**config.mk**
```make
export PLATFORM = sky130hd
export DESIGN_NAME = red_pitaya_adc_decimator
export DESIGN_NICKNAME = d
export VERILOG_FILES = /design/src/rtl/red_pitaya_dec_pkg.sv /design/src/rtl/red_pitaya_adc_decimator.sv
export SDC_FILE = /design/constraint.sdc
export NUM_CORES = 1
export LEC_CHECK = 0
export BUFFER_PORTS_ARGS = -buffer_cell sky130_fd_sc_hd__buf_2
export CORE_MARGIN = 2
export CORE_UTILIZATION = 50
export CTS_CLUSTER_DIAMETER = 60
export DETAILED_ROUTE_END_ITERATION = 8
export PLACE_DENSITY = 0.65
export SYNTH_ARGS = -nofsm -noshare
export SYNTH_HDL_FRONTEND = slang
export SYNTH_SLANG_ARGS = --single-unit
```
**constraint.sdc**
```tcl
create_clock -name adc_clk_i -period 4.7 [get_ports adc_clk_i]
set_input_delay 0.47 -clock adc_clk_i [delete_from_list [all_inputs] [get_ports adc_clk_i]]
set_output_delay 0.47 -clock adc_clk_i [all_outputs]
set_load 0.02 [all_outputs]
```
**src/rtl/red_pitaya_dec_pkg.sv**
```systemverilog
// Shared definitions for the ADC decimator: sample/counter widths,
// decimation codes and the code -> window length / shift mapping.
package red_pitaya_dec_pkg;

    localparam int DEC_DW    = 14;
    localparam int DEC_CNT_W = 17;

    localparam logic [2:0] DEC_CODE_1     = 3'd0;
    localparam logic [2:0] DEC_CODE_8     = 3'd1;
    localparam logic [2:0] DEC_CODE_64    = 3'd2;
    localparam logic [2:0] DEC_CODE_1024  = 3'd3;
    localparam logic [2:0] DEC_CODE_8192  = 3'd4;
    localparam logic [2:0] DEC_CODE_65536 = 3'd5;

    // log2 of the window length; unused codes fall back to N=1
    function automatic logic [4:0] dec_shift(input logic [2:0] code);
        case (code)
            DEC_CODE_8:     return 5'd3;
            DEC_CODE_64:    return 5'd6;
            DEC_CODE_1024:  return 5'd10;
            DEC_CODE_8192:  return 5'd13;
            DEC_CODE_65536: return 5'd16;
            default:        return 5'd0;
        endcase
    endfunction

    // window length N (65536 still fits the 17-bit counter width)
    function automatic logic [DEC_CNT_W-1:0] dec_len(input logic [2:0] code);
        logic [DEC_CNT_W-1:0] one;
        one = 1;
        return one << dec_shift(code);
    endfunction

    // terminal count N-1, built as a low-bit mask so no subtractor is needed
    function automatic logic [DEC_CNT_W-1:0] dec_last(input logic [2:0] code);
        return ~({DEC_CNT_W{1'b1}} << dec_shift(code));
    endfunction

endpackage

```
**src/rtl/red_pitaya_adc_decimator.sv**
```systemverilog
// Decimates the equalized 14-bit ADC stream by N, emitting either the
// floor-mean or the last sample of each N-sample window with a 1-cycle strobe.
module red_pitaya_adc_decimator
    import red_pitaya_dec_pkg::*;
#(
    parameter int DW    = DEC_DW,
    parameter int CNT_W = DEC_CNT_W
) (
    input  logic             adc_clk_i,
    input  logic             adc_rst_i,
    input  logic [DW-1:0]    adc_dat_i,
    input  logic [2:0]       cfg_dec_i,
    input  logic             cfg_avg_en_i,
    input  logic             cfg_restart_i,
    output logic [DW-1:0]    dec_dat_o,
    output logic             dec_vld_o,
    output logic [CNT_W-1:0] dec_cnt_o
);

    // accumulator holds up to 2^16 samples of 14 bits plus a guard bit
    localparam int ACC_W = DW + CNT_W;

    logic [2:0]              r_code;
    logic                    r_avg_en;
    logic [CNT_W-1:0]        r_cnt;
    logic signed [ACC_W-1:0] r_acc;
    logic [DW-1:0]           r_dat;
    logic                    r_vld;

    logic                    w_restart;
    logic [4:0]              w_shift;
    logic [CNT_W-1:0]        w_last;
    logic signed [ACC_W-1:0] w_sum;
    logic [DW-1:0]           w_mean;

    // any config change behaves exactly like an explicit restart pulse
    assign w_restart = cfg_restart_i
                     | (cfg_dec_i != r_code)
                     | (cfg_avg_en_i != r_avg_en);

    assign w_shift = dec_shift(r_code);
    assign w_last  = CNT_W'(dec_last(r_code));
    assign w_sum   = r_acc + {{(ACC_W-DW){adc_dat_i[DW-1]}}, adc_dat_i};
    // arithmetic shift floors toward -inf; the mean always fits in DW bits
    assign w_mean  = DW'(w_sum >>> w_shift);

    // latch the configuration whenever a restart condition is seen
    always_ff @(posedge adc_clk_i) begin
        if (adc_rst_i) begin
            r_code   <= DEC_CODE_1;
            r_avg_en <= 1'b0;
        end else if (w_restart) begin
            r_code   <= cfg_dec_i;
            r_avg_en <= cfg_avg_en_i;
        end
    end

    // window counter, accumulator and output register
    always_ff @(posedge adc_clk_i) begin
        if (adc_rst_i) begin
            r_cnt <= '0;
            r_acc <= '0;
            r_vld <= 1'b0;
            r_dat <= '0;
        end else if (w_restart) begin
            // the sample presented in this cycle is dropped; output data holds
            r_cnt <= '0;
            r_acc <= '0;
            r_vld <= 1'b0;
        end else if (r_cnt == w_last) begin
            r_cnt <= '0;
            r_acc <= '0;
            r_vld <= 1'b1;
            r_dat <= r_avg_en ? w_mean : adc_dat_i;
        end else begin
            r_cnt <= r_cnt + CNT_W'(1);
            r_acc <= w_sum;
            r_vld <= 1'b0;
        end
    end

    assign dec_dat_o = r_dat;
    assign dec_vld_o = r_vld;
    assign dec_cnt_o = r_cnt;

endmodule
```
==> metrics.md <==
| Metric | Value |
|---|---|
| Post-Route Skew | `0.00586 ns` |
| Design Area, Final | `7100 um^2` |
| End of the worst hold path | `r_code[1]` |
| Clock latency on the worst-skew pair | `0.34 ns` |
| Pin count of the biggest net entering global routing | `34` |
| Initial Utilization | `51.1%` |
| Mapped Nets | `929` |
| Layout Cells excl Fill | `1075` |
| Top sig layer | `met4` |
| Share of layout cells above drive strength 1 | `12.2%` |
| Slowest stage delay, CP | `0.55 ns` |
| Wire length on met1 | `9980 um` |
| Max-slew violations | `0` |
| Area Overhead vs Synth | `10.7%` |
| RSZ-0062 raised after global routing | `false` |
| Clock-pin slew on the worst setup and hold paths | `0.06 ns` |
| Placed Area | `6800 um^2` |
| Commonest non-fill, non-tap cell in the layout | `nor2_1` |
| CTS max path bufs | `2` |
| Top cell type's share of synthesized area | `20.9%` |
| Met2 wire length | `9450 um` |
| Io pins | `53` |
| Setup crit start kind | `flop` |
| Fillcell total | `1244` |
| EDFF count, synth | `0` |
| Rel. slew slack | `47.6%` |
| Syn Area/Cell | `7.35 um^2` |
| Synth cell types | `82` |
| Core ar. | `12600 um^2` |
| Aggregate global-route resource usage | `31.5%` |
| Tcrit/Tclk final | `87.3%` |
| Endpoint class of the critical path | `flop` |
| Vias per inst | `6.64` |
| Reg2reg start | `r_acc[0]` |
| Pwr per Cell Area | `247 nW/um^2` |
| # port buffers | `52` |
| GPL Wtd Cong | `1.02` |
| Max Freq | `0.244 GHz` |
| Buf/Inv on CP | `0` |
| Post-synth top flop | `dfxtp_1` |
| CTS tree | `yes` |
| Routed WL | `22100 um` |
| Max cap viols | `0` |
| 1st-pass router iterations | `5` |
| Asr flop ratio synth | `0%` |
| Outcome | `completed` |
| Worst path required time | `4.90 ns` |
| Reg2reg path depth | `12` |
| Min-delay src | `cfg_dec_i[1]` |
| ANT nets after route | `0` |
| Antenna diodes | `0` |
| CP max FO | `6` |
| Slew @ Worst Pin | `0.785 ns` |
| Largest cells by area after synthesis | `dfxtp_1 (21%), nor2_1 (6.7%), ha_1 (6.4%)` |
| Peak supply drop | `0.154 mV` |
| Synth warnings | `0` |
| DRT iter0 DRCs | `799` |
| HPWL Detailed | `16800 um` |
| Reg2reg setup slack | `0.59 ns` |
| Min cycle time layout | `4.11 ns` |
| Top cell type by total area after synthesis | `dfxtp_1` |
| Number of global-route vias before repair | `6438` |
| Post-placement cell count | `1059` |
| Initial antenna violation count | `0` |
| WL met3 | `2020 um` |
| Hold Crit Depth | `2` |
| Height of the die | `117 um` |
| Setup bufs post-CTS | `0` |
| Fin util | `56.5%` |
| Endpoints failing hold | `0` |
| Seq/Total Area, Yosys | `20.9%` |
| Setup TNS Final | `0 ns` |
| GR Overflow Total | `0` |
| Crit path max-delay family | `compound AO/OA/AOI/OAI gates` |
| FF+latch area | `1340 um^2` |
| # H-tree levels | `3` |
| FP Rows | `41` |
| CP Cell Sequence | `ha_1 > fa_1 > a211oi_1 > o211ai_1 > a21oi_1 > o21ai_0 > xnor2_1 > nand2_1 > o211ai_1 > nor2_1 > a2111oi_0 > a31oi_1` |
| Die area | `13800 um^2` |
| Clock sinks | `67` |
| First-pass GRT wire length | `34800 um` |
| Tot Pwr | `1.75 mW` |
| Multi-input logic area | `4790 um^2` |
| # hold bufs at CTS | `0` |
| Commonest cells after routing, fill and taps aside | `nor2_1 (114), nand2_1 (78), dfxtp_1 (67)` |
| Netlist Area Pre-Place | `6420 um^2` |
| Hold slack | `0.360 ns` |
| Routed vias | `7136` |
| #FFs+latches synth | `67` |
| Die width | `117 um` |
| Setup ws final | `0.595 ns` |
| Mapped Cells | `874` |
| Hold/Removal Path Class | `in -> reg` |
| Pre-CTS setup slack | `0.454 ns` |
| Crit path DAT | `4.31 ns` |
| CTS resizes | `0` |
| Worst Setup Path Type | `reg -> reg` |
| # setup viols final | `0` |
| Wire per inst | `20.6 um` |
| Clk root buf | `clkbuf_16` |
| CTS Buf Count | `9` |
| CP max-delay cell | `xnor2_1` |
| DRC errors left | `0` |
| Crit Reg-Reg Endpoint | `dec_dat_o[10]` |
| Pleak | `2.90 nW` |
| Most used cell, CP | `o211ai_1` |
| Nets@finish | `953` |
logic make-up (layout without fill, tap and decap cells):
kind of cell | after synthesis | count (layout) | synth area share (%)
simple gates | 354 | 354 | 27.4
compound gates | 276 | 276 | 29.6
buf+inv | 73 | 102 | 4.68
flops | 67 | 67 | 20.9
xor+xnor | 46 | 46 | 6.28
fa+ha+maj | 35 | 35 | 6.90
mux | 23 | 23 | 4.21
final cells by class:
type	count	share of cell area, %
multi-input cells	734	67.5
flip-flops and latches	67	18.9
repair buffers	69	5.46
clock buffers	11	3.42
well taps	172	3.03
inverters	17	0.898
clock inverters	5	0.845
flip-flops by register name (all words and copies together) (netlist names):
signal,cells
dec_cnt_o,17
dec_dat_o,14
dec_vld_o,1
r_acc,31
r_avg_en,1
r_code,3
layer usage:
layer | vias to the layer above | GRT usage [%]
li1 | 3333 | -
met1 | 3362 | 45.1
met2 | 394 | 46.7
met3 | 47 | 6.03
met4 | 0 | 12.0
met5 | - | 1.84
Yosys cell counts (all sizes together) (13+ instances only):
library cell  instances
dfxtp                67
inv                  17
nand4                18
a21oi                59
o21ai                53
nor2b                16
o21a                 15
a21o                 16
mux2i                18
nor2                116
nor3                 24
a211oi               15
xor2                 23
ha                   33
xnor2                23
clkbuf               36
nand2                78
a31oi                13
o211ai               15
buf                  20
nand3                28
worst reg2reg max path, stage by stage (launching register included):
cell,delay [ns]
dfxtp_1,0.30
ha_1,0.20
fa_1,0.43
a211oi_1,0.34
o211ai_1,0.18
a21oi_1,0.51
o21ai_0,0.34
xnor2_1,0.55
nand2_1,0.11
o211ai_1,0.25
nor2_1,0.11
a2111oi_0,0.49
a31oi_1,0.16
worst max-delay path by stage:
| stage | slack, ns | to | startpoint | cells past startpoint |
|---|---|---|---|---|
| final | 0.59 | dec_dat_o[10] | r_acc[0] | 12 |
| after global routing | 0.41 | dec_dat_o[10] | r_acc[0] | 12 |
| after CTS | 0.72 | dec_dat_o[10] | r_acc[0] | 12 |
| after detailed placement | 0.45 | dec_dat_o[10] | adc_dat_i[0] | 13 |
| after global placement | 0.63 | dec_dat_o[9] | adc_dat_i[0] | 13 |
| after floorplan | 1.23 | dec_dat_o[4] | r_code[1] | 14 |
power breakdown:
| group | total, mW | internal (mW) | leakage, nW | switching (mW) |
|---|---|---|---|---|
| Sequential | 0.579 | 0.573 | 0.541 | 0.00572 |
| Clock | 0.716 | 0.429 | 0.147 | 0.287 |
| Combinational | 0.461 | 0.166 | 2.21 | 0.295 |
(Power assumes the default switching activity.)
